File: config.mk
export PLATFORM = sky130hd
export DESIGN_NAME = regfile_wb_ctrl
export DESIGN_NICKNAME = d
export VERILOG_FILES = /design/src/rtl/regfile_wb_pkg.sv /design/src/rtl/wb_fifo.sv /design/src/rtl/regfile_wb_ctrl.sv
export SDC_FILE = /design/constraint.sdc
export NUM_CORES = 1
export LEC_CHECK = 0
export CAP_MARGIN = 20
export CORE_MARGIN = 3
export CORE_UTILIZATION = 35
export DETAILED_ROUTE_END_ITERATION = 7
export PLACE_DENSITY_LB_ADDON = 0.12
export SYNTH_ARGS = -nofsm -noshare
export SYNTH_HDL_FRONTEND = slang
export SYNTH_SLANG_ARGS = --single-unit
File: constraint.sdc
create_clock -name clk -period 3.8 [get_ports clk]
set_input_delay 0.57 -clock clk [delete_from_list [all_inputs] [get_ports clk]]
set_output_delay 0.57 -clock clk [all_outputs]
set_load 0.03 [all_outputs]
File: src/rtl/regfile_wb_pkg.sv
// Shared types for the register-file write-back controller.
//   wb_state_t : issue state machine encoding
//   wb_entry_t : one queued write request {rd, data}
//   ADDR_W_DFLT / DATA_W_DFLT : default register index / data widths
package regfile_wb_pkg;

   localparam int ADDR_W_DFLT = 5;
   localparam int DATA_W_DFLT = 32;

   typedef enum logic [1:0] {
      S_IDLE    = 2'd0,
      S_ISSUE   = 2'd1,
      S_RELEASE = 2'd2
   } wb_state_t;

   typedef struct packed {
      logic [ADDR_W_DFLT-1:0] rd;
      logic [DATA_W_DFLT-1:0] data;
   } wb_entry_t;

endpackage

File: src/rtl/wb_fifo.sv
// Synchronous FIFO of write-back entries.
//   clk, rst (sync, active-low)
//   push, push_entry : enqueue (ignored when full)
//   pop              : dequeue head (ignored when empty)
//   full, empty      : occupancy status
//   head             : entry at the read pointer
//   entries/occupied : every storage slot plus a mask of the slots holding live data
module wb_fifo
   import regfile_wb_pkg::*;
#(
   parameter int DEPTH = 4
) (
   input  logic                   clk,
   input  logic                   rst,
   input  logic                   push,
   input  wb_entry_t              push_entry,
   input  logic                   pop,
   output logic                   full,
   output logic                   empty,
   output wb_entry_t              head,
   output wb_entry_t [DEPTH-1:0]  entries,
   output logic      [DEPTH-1:0]  occupied
);

   localparam int AW = $clog2(DEPTH);
   localparam int PW = AW + 1;

   wb_entry_t [DEPTH-1:0] mem;
   logic [PW-1:0] wptr;
   logic [PW-1:0] rptr;
   logic [PW-1:0] count;
   logic [AW-1:0] offset;

   // The extra pointer MSB distinguishes full from empty when the indices match.
   assign count = wptr - rptr;
   assign empty = (wptr == rptr);
   assign full  = (wptr[AW-1:0] == rptr[AW-1:0]) && (wptr[AW] != rptr[AW]);
   assign head  = mem[rptr[AW-1:0]];
   assign entries = mem;

   always_ff @(posedge clk) begin
      if (!rst) begin
         wptr <= '0;
         rptr <= '0;
      end else begin
         if (push && !full) wptr <= wptr + PW'(1);
         if (pop && !empty) rptr <= rptr + PW'(1);
      end
   end

   // Storage is not reset; only slots flagged in 'occupied' are ever consumed.
   always_ff @(posedge clk) begin
      if (push && !full) mem[wptr[AW-1:0]] <= push_entry;
   end

   // A slot is live when its distance from the read pointer is below the occupancy.
   always_comb begin
      occupied = '0;
      offset   = '0;
      for (int i = 0; i < DEPTH; i++) begin
         offset      = AW'(i) - rptr[AW-1:0];
         occupied[i] = ({1'b0, offset} < count);
      end
   end

endmodule

File: src/rtl/regfile_wb_ctrl.sv
// Write-back controller in front of the register file write port.
//   clk, rst (sync, active-low)
//   in_valid/in_rd/in_data/in_ready : write request handshake from the datapath
//   write/rd/input_data             : registered write port to the register file
//   write_finish                    : register file acknowledge
//   rs/rt -> rs_pending/rt_pending  : hazard check against queued + in-flight writes
//   idle                            : nothing queued and no write outstanding
module regfile_wb_ctrl
   import regfile_wb_pkg::*;
#(
   parameter int DEPTH  = 4,
   parameter int DATA_W = DATA_W_DFLT,
   parameter int ADDR_W = ADDR_W_DFLT
) (
   input  logic              clk,
   input  logic              rst,
   input  logic              in_valid,
   input  logic [ADDR_W-1:0] in_rd,
   input  logic [DATA_W-1:0] in_data,
   output logic              in_ready,
   output logic              write,
   output logic [ADDR_W-1:0] rd,
   output logic [DATA_W-1:0] input_data,
   input  logic              write_finish,
   input  logic [ADDR_W-1:0] rs,
   input  logic [ADDR_W-1:0] rt,
   output logic              rs_pending,
   output logic              rt_pending,
   output logic              idle
);

   wb_entry_t             push_entry;
   wb_entry_t             head;
   wb_entry_t [DEPTH-1:0] entries;
   logic      [DEPTH-1:0] occupied;
   logic                  full;
   logic                  empty;
   logic                  push;
   logic                  pop;
   logic                  rs_hit;
   logic                  rt_hit;

   wb_state_t             state;
   wb_state_t             state_nxt;
   logic                  write_nxt;
   logic [ADDR_W-1:0]     rd_nxt;
   logic [DATA_W-1:0]     data_nxt;

   // No bypass: a full queue refuses even when it pops this cycle.
   assign in_ready   = rst && !full;
   // Writes to $0 complete the handshake but are dropped.
   assign push       = in_valid && in_ready && (in_rd != '0);
   assign push_entry = '{rd: in_rd, data: in_data};

   wb_fifo #(.DEPTH(DEPTH)) u_fifo (
      .clk        (clk),
      .rst        (rst),
      .push       (push),
      .push_entry (push_entry),
      .pop        (pop),
      .full       (full),
      .empty      (empty),
      .head       (head),
      .entries    (entries),
      .occupied   (occupied)
   );

   always_ff @(posedge clk) begin
      if (!rst) begin
         state      <= S_IDLE;
         write      <= 1'b0;
         rd         <= '0;
         input_data <= '0;
      end else begin
         state      <= state_nxt;
         write      <= write_nxt;
         rd         <= rd_nxt;
         input_data <= data_nxt;
      end
   end

   always_comb begin
      state_nxt = state;
      write_nxt = write;
      rd_nxt    = rd;
      data_nxt  = input_data;
      pop       = 1'b0;
      case (state)
         S_IDLE: begin
            if (!empty) begin
               state_nxt = S_ISSUE;
               write_nxt = 1'b1;
               rd_nxt    = head.rd;
               data_nxt  = head.data;
            end
         end
         S_ISSUE: begin
            // The head stays queued (and visible to the hazard check) until acknowledged.
            if (write_finish) begin
               pop       = 1'b1;
               write_nxt = 1'b0;
               state_nxt = S_RELEASE;
            end
         end
         S_RELEASE: begin
            // Wait for the acknowledge to drop so one pulse never retires two writes.
            if (!write_finish) state_nxt = S_IDLE;
         end
         default: begin
            state_nxt = S_IDLE;
            write_nxt = 1'b0;
         end
      endcase
   end

   always_comb begin
      rs_hit = 1'b0;
      rt_hit = 1'b0;
      for (int i = 0; i < DEPTH; i++) begin
         if (occupied[i] && (entries[i].rd == rs)) rs_hit = 1'b1;
         if (occupied[i] && (entries[i].rd == rt)) rt_hit = 1'b1;
      end
   end

   assign rs_pending = rst && (rs != '0) && rs_hit;
   assign rt_pending = rst && (rt != '0) && rt_hit;
   assign idle       = !rst || (empty && (state == S_IDLE));

endmodule

# Word level (Yosys, flattened, before mapping)
# Index checks and enable logic that the tools add are counted.
[totals] reg_bits=194 inputBits=51 word_cells=99 out_inout_bits=42
[classes] bitwise_logic=2 order_cmp=7 n_reduce_logical=31 eq_ne=16 add_sub_neg=7 muxes=22
[op_table] cell="bitwise mux 148 bit" count=1
[op_table] cell="binary-select mux 37 bit (select 2 bit)" count=1
[op_table] cell="demux 37 bit (select 2 bit)" count=1
[op_table] cell="2-to-1 mux 37 bit" count=2
[op_table] cell="equality test 5 bit" count=8
[op_table] cell="logical AND 1 bit" count=20
[op_table] cell="nonzero test 5 bit" count=3
[op_table] cell="< comparator 2 x 3 -> 1 bit" count=4
[op_table] cell="2-to-1 mux 1 bit" count=12
[op_table] cell="adder 3 x 1 -> 3 bit (second input constant)" count=2
[op_table] cell="< comparator 2 x 3 -> 1 bit (second input constant)" count=2
[op_table] cell="2-to-1 mux 2 bit" count=3
[op_table] cell="!= test 2 bit (second input constant)" count=3
[op_table] cell="one-hot mux 2 bit (3 select lines)" count=1
[op_table] cell="AND reduction 3 bit" count=2
[op_table] cell="subtractor 1 x 2 -> 2 bit (first input constant)" count=2
[op_table] cell="subtractor 2 bit (first input constant)" count=2
[op_table] cell="equality test 3 bit" count=1
[op_table] cell="zero test 1 bit" count=3
[op_table] cell="one-hot mux 1 bit (3 select lines)" count=1
[op_table] cell="subtractor 3 bit" count=1
[op_table] cell="equality test 2 x 1 -> 1 bit (second input constant)" count=1
[op_table] cell="equality test 2 bit" count=1
[op_table] cell="equality test 2 bit (second input constant)" count=1
[op_table] cell="6 further kinds" count=7

# Logic depth before layout (Yosys ltp)
# Gate-level depths: netlist of run 1.
[logic_depth] depth_word=8 depth_mapped=10 mapped_depth_nobuf=10

# Hierarchy
# Synthesis of run 1 repeated with hierarchy kept, for this count alone.
[unflattened] hier_cells=531 hier_area_um2=8410.6
[by_module_without_submodules] mod="wb_fifo" area_each_um2=6037.0 n_inst=1 seq_area_each_um2=4564.4 cells_each=275
[by_module_without_submodules] mod="regfile_wb_ctrl" area_each_um2=2373.5 n_inst=1 seq_area_each_um2=800.8 cells_each=256

# Worst setup path after synthesis of run 1
# OpenSTA, ideal clock, no wires.
[synth_path] kind="register -> register" startpoint="register u_fifo.rptr[1]" endpoint="register u_fifo.wptr[2]" path_buffers=2 setup_ns=0.115 synth_period_minus_slack_ns=3.430 stages_incl_launch_ff=10 arrival_ns=3.315 slack_ns=0.370 required_ns=3.685 path_cell_list="dfxtp_1 buf_2 buf_2 inv_1 ha_1 nand2_1 o21ai_2 nor3_2 xor2_1 and2_1"
[synth_via] elab_chain_cells=7
[synth_rtl] item="start, declared" line_no="wb_fifo.sv:30" rtl="logic [PW-1:0] rptr;"
[synth_rtl] item="start signal, assigned" line_no="wb_fifo.sv:47" rtl="if (pop && !empty) rptr <= rptr + PW'(1);"
[synth_rtl] item="equality test 2 bit (*)" line_no="wb_fifo.sv:37" rtl="assign full = (wptr[AW-1:0] == rptr[AW-1:0]) && (wptr[AW] != rptr[AW]);"
[synth_rtl] item="logical AND 1 bit (*)" line_no="wb_fifo.sv:37"
[synth_rtl] item="zero test 1 bit (*)" line_no="wb_fifo.sv:46, regfile_wb_ctrl.sv:50"
[synth_rtl] item="logical AND 1 bit" line_no="regfile_wb_ctrl.sv:50" rtl="assign in_ready = rst && !full;"
[synth_rtl] item="logical AND 1 bit (2 in series)" line_no="regfile_wb_ctrl.sv:52" rtl="assign push = in_valid && in_ready && (in_rd != '0);"
[synth_rtl] item="logical AND 1 bit (*)" line_no="wb_fifo.sv:46" rtl="if (push && !full) wptr <= wptr + PW'(1);"
[synth_rtl] item="end signal, assigned" line_no="wb_fifo.sv:46"
[synth_rtl] item="end, declared" line_no="wb_fifo.sv:29" rtl="logic [PW-1:0] wptr;"
# Mark *: on every way between the ends. The rest lies on a longest branch, timed or not.
# A chain may end at the register's enable or synchronous reset.

# Worst setup path in the final report of run 1
[layout_path] startpoint="register u_fifo.wptr[0]" endpoint="output rs_pending"
[layout_via] elab_chain_cells=8 word_cells_on_any_way=14 cone_classes="1 x add/sub; 4 x order compare; 4 x mux; 5 x reduce/logical"
[layout_rtl] item="subtractor 3 bit (*)" line_no="wb_fifo.sv:35" rtl="assign count = wptr - rptr;"
[layout_rtl] item="< comparator 2 x 3 -> 1 bit" line_no="wb_fifo.sv:62" rtl="occupied[i] = ({1'b0, offset} < count);"
[layout_rtl] item="logical AND 1 bit" line_no="regfile_wb_ctrl.sv:120" rtl="if (occupied[i] && (entries[i].rd == rs)) rs_hit = 1'b1;"
[layout_rtl] item="2-to-1 mux 1 bit (3 in series)" line_no="regfile_wb_ctrl.sv:120"
[layout_rtl] item="2-to-1 mux 1 bit (*)" line_no="regfile_wb_ctrl.sv:120"
[layout_rtl] item="logical AND 1 bit (*)" line_no="regfile_wb_ctrl.sv:125" rtl="assign rs_pending = rst && (rs != '0) && rs_hit;"
[layout_rtl] item="end, declared" line_no="regfile_wb_ctrl.sv:27" rtl="output logic rs_pending,"
# Marked as above.

==> flow_summary.yaml, run 1 <==
routing:
  postRouteAntennaNets: 0
  count_of_routing_violations_after_the_opening_detailed_route_iteration: 304
  vias: 4323
  post_drt_wl_per_cell_um: 18.4
  route.detailed.drc: 0
  drt_pass1_iterations: 6
  avgViaCountPerCell: 4.68
  totalWireLength_mm: 16.9
cts:
  tritoncts: "done"
  ctsRootBufferMaster: "sky130_fd_sc_hd__clkbuf_16"
  post_cts.repair.setup_buffers: 0
  cts-hold-fix-buffers: 0
  cts-root-to-sink-buffers: 2
  htree_levels: 4
  clk_pin_slew_ps: 70
  clock_insertion_delay_worst_skew_ps: 430
  post_cts_resized: 0
  cts_inserted_buffers: 17
  clock_sink_count: 194
critical_path:
  worst-path-max-fanout: 5
  r2r_cells: 8
  required_ps: 3230
  max_stage_delay_ps: 410
  cp_num_cells: 11
  critical_path.cell_chain: "inv_1 -> ha_1 -> inv_1 -> fa_1 -> inv_1 -> ha_1 -> nor2b_1 -> o21ai_0 -> nand4_1 -> a31oi_1 -> buf_4"
  start_kind: "register"
  cell_seen_most_often_among_critical_path_stages: "sky130_fd_sc_hd__inv_1"
  critPathBufInv: 4
  criticalPathCategory: "register to primary output"
  path_delay_family: "adder cells"
  endpoint_kind: "primary output"
  cp.arrival_ps: 2970
  cell_with_the_largest_stage_delay_on_the_worst_path: "sky130_fd_sc_hd__fa_1"
synthesis:
  synthesis.yosys.warnings: 0
  synth-edff-count: 148
  syn-instance-count: 510
  postSynthRegisterBits: 194
  ys_async_sr_fraction_pct: 0
  synth_seq_area_share_pct: 65.9
  synth_top_cell_area_share_pct: 54.6
  post_synth_instance_area_um2: 8140
  synth_most_common_cell: "sky130_fd_sc_hd__edfxtp_1"
  yosys.area.top_type: "sky130_fd_sc_hd__edfxtp_1"
  dominantRegCellSynth: "sky130_fd_sc_hd__edfxtp_1"
  synth_top_cells_by_area: "sky130_fd_sc_hd__edfxtp_1, sky130_fd_sc_hd__dfxtp_1, sky130_fd_sc_hd__mux4_2"
  ys_top_cells_by_count: "sky130_fd_sc_hd__edfxtp_1, sky130_fd_sc_hd__nand2_1, sky130_fd_sc_hd__dfxtp_1, sky130_fd_sc_hd__mux4_2, sky130_fd_sc_hd__a21boi_2"
  synthesis.nets: 575
  yosysUniqueCellTypes: 42
  synthesis.area_per_instance_um2: 16.0
timing:
  finalClockSkew_ps: 13.7
  max_slew_margin_pct: 28.4
  timing_max_transition_violations_final: 0
  slew_of_the_pin_with_the_lowest_slew_margin_ps: 1070
  rsz0062_at_grt: "false"
  finalWorstSetupSlack_ps: 261
  finalSetupViolCount: 0
  maxClockFrequency_mhz: 283
  min_hold_slack_ps: 464
  finalCriticalPeriod_ps: 3540
  final.period_utilization_pct: 93.1
  fin_tns_setup_ps: 0
  report.final.hold_viol_count: 0
pwr:
  finalPower_mw: 4.86
  ir_drop_uv: 265
  cellInternalPower_mw: 3.63
  power.switching_fraction_pct: 25.3
  power.clock.fraction_pct: 37.1
  switching_power_mw: 1.23
  comb_power_share_pct: 13.1
  power_per_cell_area_nw_per_um2: 490
  part_of_the_power_in_registers_pct: 49.8
  power.static_leakage_nw: 3.15
finish:
  antenna-diode-count: 0
  final_cells: 923
  final_core_utilization_pct: 43.5
  n_fill_cell: 2031
  layout.nets: 662
  flow.area_growth_from_synthesis_pct: 21.9
  final_layout_size_suffix_gt1_share_pct: 21.8
  postLayoutCellArea_um2: 9920
outcome:
  outcome: "finished, final reports clean"
die:
  initial_utilization_pct: 35.7
  fp.dieArea_um2: 25100
  cell_rows: 55
  core_region_area_um2: 22800
  die_h_um: 158
  io_pins: 93
  die_w_um: 158
placed_design:
  port-buffer-count: 92
  detailedPlace.worstSlack_ps: 718
  dpl_cell_area_um2: 9300
  finalWeightedCongestion: 0.832
  detailedPlacementHpwl_mm: 10.7
  place.detailed.instances: 890
global_routing:
  grt_pass1_vias: 4591
  grt_pass1_wl_mm: 26.5
  grt.overflow.total: 0
  globalRouteTotalUtil_pct: 14.2
  antenna_found_initial: 0
  grt_max_degree: 50
worst_hold_path:
  timing.hold.worst_path_depth: 2
  hp-class: "register to register"
flow_run:
  drv_cap: 0
[registers in the layout, indices dropped and copies added, names as in the netlist]
name and flops:
u_fifo.rptr 3, input_data 32, rd 5, write 1
u_fifo.wptr 3, state 2, u_fifo.entries 148
[logic make-up (layout without fill, tap and decap cells)]
| logic type | after synthesis | in the layout | synth area share [%] |
|---|---|---|---|
| AOI/OAI and AO/OA | 55 | 55 | 6.23 |
| and+or+nand+nor | 123 | 123 | 7.36 |
| xor gates and xnor gates | 47 | 47 | 5.15 |
| muxes | 37 | 37 | 10.2 |
| buffers and inverters | 40 | 140 | 2.84 |
| adders and majority gates | 14 | 14 | 2.24 |
| DFF | 194 | 194 | 65.9 |
[worst paths after layout]
kind | from | to | slack (ps)
worst min register to register | input_data[23] | input_data[23] | 460
worst max-delay path | u_fifo.wptr[0] | rs_pending | 260
worst max register to register | u_fifo.rptr[1] | u_fifo.wptr[2] | 1170
worst min-delay path | input_data[23] | input_data[23] | 460
[worst register-to-register path, stage by stage, from the launching register on]
cell                      delay (ps)
sky130_fd_sc_hd__dfxtp_2         330
sky130_fd_sc_hd__inv_1           100
sky130_fd_sc_hd__ha_1            370
sky130_fd_sc_hd__nand2_1          90
sky130_fd_sc_hd__o21ai_2         100
sky130_fd_sc_hd__nor3_4          770
sky130_fd_sc_hd__buf_4           500
sky130_fd_sc_hd__xor2_1          110
sky130_fd_sc_hd__and2_1          170
[power by group through the flow]
stage / sequential (mW) / combinational, mW / clock, mW
6_report: 2.42 / 0.637 / 1.80
5_1_grt: 2.43 / 0.701 / 1.93
4_1_cts: 2.42 / 0.652 / 1.85
3_5_place_dp: 2.47 / 0.650 / 0
3_3_place_gp: 2.47 / 0.642 / 0
2_1_floorplan: 2.55 / 0.334 / 0
[layout by cell type, fill, tap and decap left out, drive strengths merged]
cell	synthesis	final
a21boi	38	38
a21o	1	1
a21oi	1	1
a22oi	2	2
a31oi	2	2
and2	9	9
and3	1	1
buf	15	9
bufinv	0	2
clkbuf	15	17
clkdlybuf4s50	0	89
clkinv	0	3
clkinvlp	0	5
dfxtp	46	46
edfxtp	148	148
fa	1	1
ha	13	13
inv	10	15
mux4	37	37
nand2	82	82
nand3	7	7
nand4	4	4
nor2	4	4
nor2b	3	3
nor3	9	9
nor3b	1	1
o21ai	9	9
o2bb2ai	1	1
o31ai	1	1
or4	3	3
xnor2	25	25
xor2	22	22
[layer usage]
layer	wire (um)	global-route usage (%)	up-vias
met1	7710	18.9	2171
met3	724	3.34	10
met5	0	0	-
met4	199	3.89	0
met2	8310	23.5	99
li1	-	-	2043
[cell type report]
type                            instances  area [um2]  share of cell area [%]
Timing Repair Buffer                   98         968                    9.76
Multi-Input combinational cell        276        2550                    25.7
Clock inverter                         15         175                    1.77
Tap cell                              313         392                    3.95
Inverter                               10        37.5                   0.378
Sequential cell                       194        5370                    54.1
Clock buffer                           17         425                    4.29
(Power assumes the default switching activity.)
==> inputs of run 2 (changes only) <==
--- a/config.mk
+++ b/config.mk
@@ -9,7 +9,7 @@
 export CORE_MARGIN = 3
 export CORE_UTILIZATION = 35
 export DETAILED_ROUTE_END_ITERATION = 7
-export PLACE_DENSITY_LB_ADDON = 0.12
+export PLACE_DENSITY = 0.56
 export SYNTH_ARGS = -nofsm -noshare
 export SYNTH_HDL_FRONTEND = slang
 export SYNTH_SLANG_ARGS = --single-unit
==> flow_summary.yaml, run 2 (synthesis gave the netlist of run 1 again) <==
cts:
  cts_inserted_buffers: 17
  tritoncts: "done"
  ctsRootBufferMaster: "sky130_fd_sc_hd__clkbuf_16"
  clock_sink_count: 194
  clock_insertion_delay_worst_skew_ps: 420
  cts-root-to-sink-buffers: 2
  clk_pin_slew_ps: 70
  htree_levels: 4
finish:
  mostFrequentLayoutCells: "sky130_fd_sc_hd__edfxtp_1, sky130_fd_sc_hd__clkdlybuf4s50_1, sky130_fd_sc_hd__nand2_1, sky130_fd_sc_hd__dfxtp_1, sky130_fd_sc_hd__mux4_2"
  n_fill_cell: 2036
  flow.area_growth_from_synthesis_pct: 21.1
  final_common_cell: "sky130_fd_sc_hd__edfxtp_1"
  largest_register_ffs: 148
  layout.nets: 660
  antenna-diode-count: 0
  final_layout_size_suffix_gt1_share_pct: 21.3
  postLayoutCellArea_um2: 9860
routing:
  post_drt_wl_per_cell_um: 17.9
  count_of_routing_violations_after_the_opening_detailed_route_iteration: 250
  route.detailed.drc: 0
  highest_layer: "met4"
  totalWireLength_mm: 16.5
  vias: 4333
  drt_pass1_iterations: 5
  postRouteAntennaNets: 0
  wl_met1_mm: 7.17
  met2WireLength_mm: 8.61
  routed_wl_met3_um: 541
  avgViaCountPerCell: 4.71
critical_path:
  criticalPathCategory: "register to primary output"
  r2r_cells: 8
  cell_seen_most_often_among_critical_path_stages: "sky130_fd_sc_hd__inv_1"
  required_ps: 3230
  rr_endpoint: "u_fifo.wptr[2]"
  max_stage_delay_ps: 410
  path_delay_family: "adder cells"
  cp_num_cells: 11
  critical_path.cell_chain: "inv_1 -> ha_1 -> inv_1 -> fa_1 -> inv_1 -> ha_1 -> nor2b_1 -> o21ai_0 -> nand4_1 -> a31oi_1 -> buf_4"
  worst-path-max-fanout: 5
  critPathBufInv: 4
  worstSetupEndpoint: "rs_pending"
  cell_with_the_largest_stage_delay_on_the_worst_path: "sky130_fd_sc_hd__fa_1"
  endpoint_kind: "primary output"
  worst_r2r_startpoint: "u_fifo.rptr[0]"
  cp.arrival_ps: 2950
  start_kind: "register"
  r2r_slack_ps: 1090
  crit_path_start: "u_fifo.wptr[0]"
timing:
  finalCriticalPeriod_ps: 3520
  fin_tns_setup_ps: 0
  finalClockSkew_ps: 10.5
  report.final.hold_viol_count: 0
  max_slew_margin_pct: 29.9
  maxClockFrequency_mhz: 284
  rsz0062_at_grt: "false"
  slew_of_the_pin_with_the_lowest_slew_margin_ps: 1050
  final.period_utilization_pct: 92.6
  timing_max_transition_violations_final: 0
  finalSetupViolCount: 0
global_routing:
  grt_max_degree: 50
  grt.overflow.total: 0
  antenna_found_initial: 0
  grt_pass1_vias: 4511
  globalRouteTotalUtil_pct: 13.5
  grt_pass1_wl_mm: 25.3
placed_design:
  finalWeightedCongestion: 0.847
  port-buffer-count: 92
  detailedPlacementHpwl_mm: 10.5
  dpl_cell_area_um2: 9290
die:
  cell_rows: 55
  initial_utilization_pct: 35.7
  core_region_area_um2: 22800
  fp.dieArea_um2: 25100
  die_h_um: 158
  io_pins: 93
  die_w_um: 158
worst_hold_path:
  timing.hold.worst_path_depth: 2
  hp-class: "register to register"
pwr:
  power.static_leakage_nw: 3.13
  finalPower_mw: 4.76
  ir_drop_uv: 298
  power_per_cell_area_nw_per_um2: 482
outcome:
  outcome: "finished, final reports clean"
flow_run:
  drv_cap: 0
==> run 2: changes by cell type in the layout (fill, tap and decap cells not counted), moves of 2 or more <==
cell	delta
sky130_fd_sc_hd__clkinv_2	+3
sky130_fd_sc_hd__buf_4	-2
sky130_fd_sc_hd__inv_8	-2
sky130_fd_sc_hd__clkinvlp_4	-3
==> run 2: worst min-delay path by stage <==
stage,slack [ps],from,endpoint
2_1_floorplan,500,state[1],state[0]
4_1_cts,470,rd[1],rd[1]
3_5_place_dp,460,rd[1],rd[1]
5_1_grt,480,input_data[12],input_data[12]
3_3_place_gp,460,input_data[19],input_data[19]
6_report,460,input_data[28],input_data[28]
==> run 2: per-stage QoR <==
step	hold slack, ps	setup WS [ps]	utilization, %	cells
after floorplan	499	370	-	510
after global placement	458	610	40.8	889
after detailed placement	459	575	40.8	889
after CTS	468	97.6	43.3	920
after global routing	483	7.24	43.3	920
final	464	281	43.3	920
==> run 2: power breakdown <==
| part | leakage [nW] | switching (mW) | internal [mW] | total, mW |
|---|---|---|---|---|
| combinational | 1.14 | 0.371 | 0.261 | 0.632 |
| sequential | 1.72 | 0.0460 | 2.38 | 2.42 |
| clock | 0.271 | 0.787 | 0.913 | 1.70 |
==> run 2: tightest hold or removal path, delay by kind of cell (launching register included) <==
family | cells | cell delay (ps)
flops | 1 | 310
simple gates | 1 | 70
compound gates | 1 | 50
==> run 2: what timing repair did <==
action,CTS,global route
resized for setup,0,1
setup endpoints to repair,0,2
setup buffers,0,0
hold buffers,0,0
==> run 2: layout make-up <==
cell class              instances  area, um2  area share [%]
repair buffers                 96        945            9.58
clock buffers                  18        429            4.35
multi-input cells             276       2550            25.9
flip-flops and latches        194       5370            54.5
inverters                      10       37.5           0.381
well taps                     313        392            3.97
clock inverters                13        131            1.33
==> run 2: layer usage <==
metal  GRT usage, %  up-vias
met5              0        -
met4           3.73        0
met3           2.91       10
met2           23.8       86
met1           16.9     2197
li1               -     2040
==> inputs of run 3 (changes only) <==
--- a/config.mk
+++ b/config.mk
@@ -9,6 +9,7 @@
 export CORE_MARGIN = 3
 export CORE_UTILIZATION = 35
 export DETAILED_ROUTE_END_ITERATION = 7
+export GPL_ROUTABILITY_DRIVEN = 1
 export PLACE_DENSITY = 0.56
 export SYNTH_ARGS = -nofsm -noshare
 export SYNTH_HDL_FRONTEND = slang
==> constraint.sdc (replaced) <==
create_clock -name clk -period 3.8 [get_ports clk]
set_input_delay 1.14 -clock clk [delete_from_list [all_inputs] [get_ports clk]]
set_output_delay 1.14 -clock clk [all_outputs]
set_load 0.03 [all_outputs]
==> flow_summary.yaml, run 3 (synthesis gave the netlist of run 1 again) <==
outcome:
  outcome: "complete, but fails checks"
  violations: "setup timing"
worst_hold_path:
  hp-class: "register to register"
critical_path:
  critical_path.cell_chain: "clkdlybuf4s50_1 -> xnor2_1 -> nand3_1 -> nor3_1 -> a22oi_2 -> a31oi_2 -> buf_6"
  worst-path-max-fanout: 5
  worstSetupEndpoint: "rs_pending"
  endpoint_kind: "primary output"
  required_ps: 2660
  crit_path_start: "rs[4]"
  max_stage_delay_ps: 630
  rr_endpoint: "u_fifo.entries[44]"
  r2r_cells: 8
  cp.arrival_ps: 2700
  worst_r2r_startpoint: "u_fifo.rptr[0]"
  r2r_slack_ps: 1290
  cell_with_the_largest_stage_delay_on_the_worst_path: "sky130_fd_sc_hd__clkdlybuf4s50_1"
  criticalPathCategory: "primary input to primary output"
  start_kind: "primary input"
placed_design:
  detailedPlacementHpwl_mm: 10.8
  finalWeightedCongestion: 0.921
  port-buffer-count: 92
  place.detailed.instances: 902
cts:
  tritoncts: "done"
  ctsRootBufferMaster: "sky130_fd_sc_hd__clkbuf_16"
  cts-hold-fix-buffers: 0
  cts_inserted_buffers: 17
  clk_pin_slew_ps: 70
  cts-root-to-sink-buffers: 2
  clock_sink_count: 194
  htree_levels: 4
  clock_insertion_delay_worst_skew_ps: 430
timing:
  finalSetupViolCount: 1
  max_slew_margin_pct: 58.2
  finalClockSkew_ps: 10.6
  fin_tns_setup_ps: -36.9
  timing_max_transition_violations_final: 0
  maxClockFrequency_mhz: 261
  finalCriticalPeriod_ps: 3840
  report.final.hold_viol_count: 0
  finalWorstSetupSlack_ps: -36.9
  slew_of_the_pin_with_the_lowest_slew_margin_ps: 628
  final.period_utilization_pct: 101
  rsz0062_at_grt: "true"
pwr:
  power_per_cell_area_nw_per_um2: 474
  power.static_leakage_nw: 3.26
  ir_drop_uv: 196
finish:
  layout.nets: 678
  final_layout_size_suffix_gt1_share_pct: 26.5
  n_fill_cell: 2006
  final_cells: 939
  largest_register_ffs: 148
  final_common_cell: "sky130_fd_sc_hd__edfxtp_1"
  final_core_utilization_pct: 44.5
  flow.area_growth_from_synthesis_pct: 24.4
  antenna-diode-count: 0
  mostFrequentLayoutCells: "sky130_fd_sc_hd__edfxtp_1, sky130_fd_sc_hd__clkdlybuf4s50_1, sky130_fd_sc_hd__nand2_1, sky130_fd_sc_hd__dfxtp_1, sky130_fd_sc_hd__mux4_2"
global_routing:
  grt_pass1_vias: 4760
  grt_pass1_wl_mm: 26.8
  grt_max_degree: 40
  grt.overflow.total: 0
  antenna_found_initial: 0
  globalRouteTotalUtil_pct: 14.3
die:
  fp.dieArea_um2: 25100
  core_region_area_um2: 22800
  die_h_um: 158
  cell_rows: 55
  die_w_um: 158
  initial_utilization_pct: 35.7
  io_pins: 93
routing:
  vias: 4429
  totalWireLength_mm: 17.0
  postRouteAntennaNets: 0
  route.detailed.drc: 0
  post_drt_wl_per_cell_um: 18.1
  avgViaCountPerCell: 4.72
  count_of_routing_violations_after_the_opening_detailed_route_iteration: 177
  drt_pass1_iterations: 6
flow_run:
  drv_cap: 0
## run 3: where the power goes
part / switching [mW] / leakage, nW / internal, mW / total (mW)
clock network: 0.781 / 0.268 / 0.911 / 1.69
registers: 0.0498 / 1.72 / 2.38 / 2.43
logic: 0.391 / 1.27 / 0.292 / 0.683
total: 1.22 / 3.26 / 3.58 / 4.80
## run 3: layout make-up
class	count	area, um2	share of cell area, %
Sequential cell	194	5370	53.1
Clock inverter	14	129	1.27
Inverter	10	42.5	0.420
Timing Repair Buffer	114	1110	11.0
Tap cell	313	392	3.87
Multi-Input combinational cell	276	2650	26.1
Clock buffer	18	429	4.24
## run 3: metrics by stage
step	hold WS [ps]	setup WS, ps	area [um2]	total power [mW]
floorplan	499	18.0	8150	2.89
global placement	452	-17.0	9420	3.13
detailed placement	457	-25.1	9420	3.14
CTS	466	-121	10100	4.86
global route	479	-124	10100	5.02
finish	462	-36.9	10100	4.80
## run 3: how the worst min path moves through the flow
stage,startpoint,end,slack (ps),cells after the start
2_1_floorplan,state[1],state[0],500,1
6_report,input_data[21],input_data[21],460,2
5_1_grt,input_data[15],input_data[15],480,2
3_3_place_gp,input_data[20],input_data[20],450,2
3_5_place_dp,input_data[21],input_data[21],460,2
4_1_cts,input_data[21],input_data[21],470,2
## run 3: layer usage
layer  global-route usage [%]  share of wire (%)
met5                        0                  0
met4                     4.96                2.1
met3                     3.86                4.7
met2                     24.3                 51
met1                     17.7                 42
## run 3: timing repair
action | in CTS | in global routing
endpoints found under the setup margin | 3 | 2
pin swaps | 7 | 9
resized for setup | 24 | 7
setup buffers | 3 | 2
## run 3: worst max-delay path: cells and delay by family
family          cells  cell delay (ps)
buf+inv             2              790
simple gates        2              310
compound gates      2              290
xor+xnor            1              170
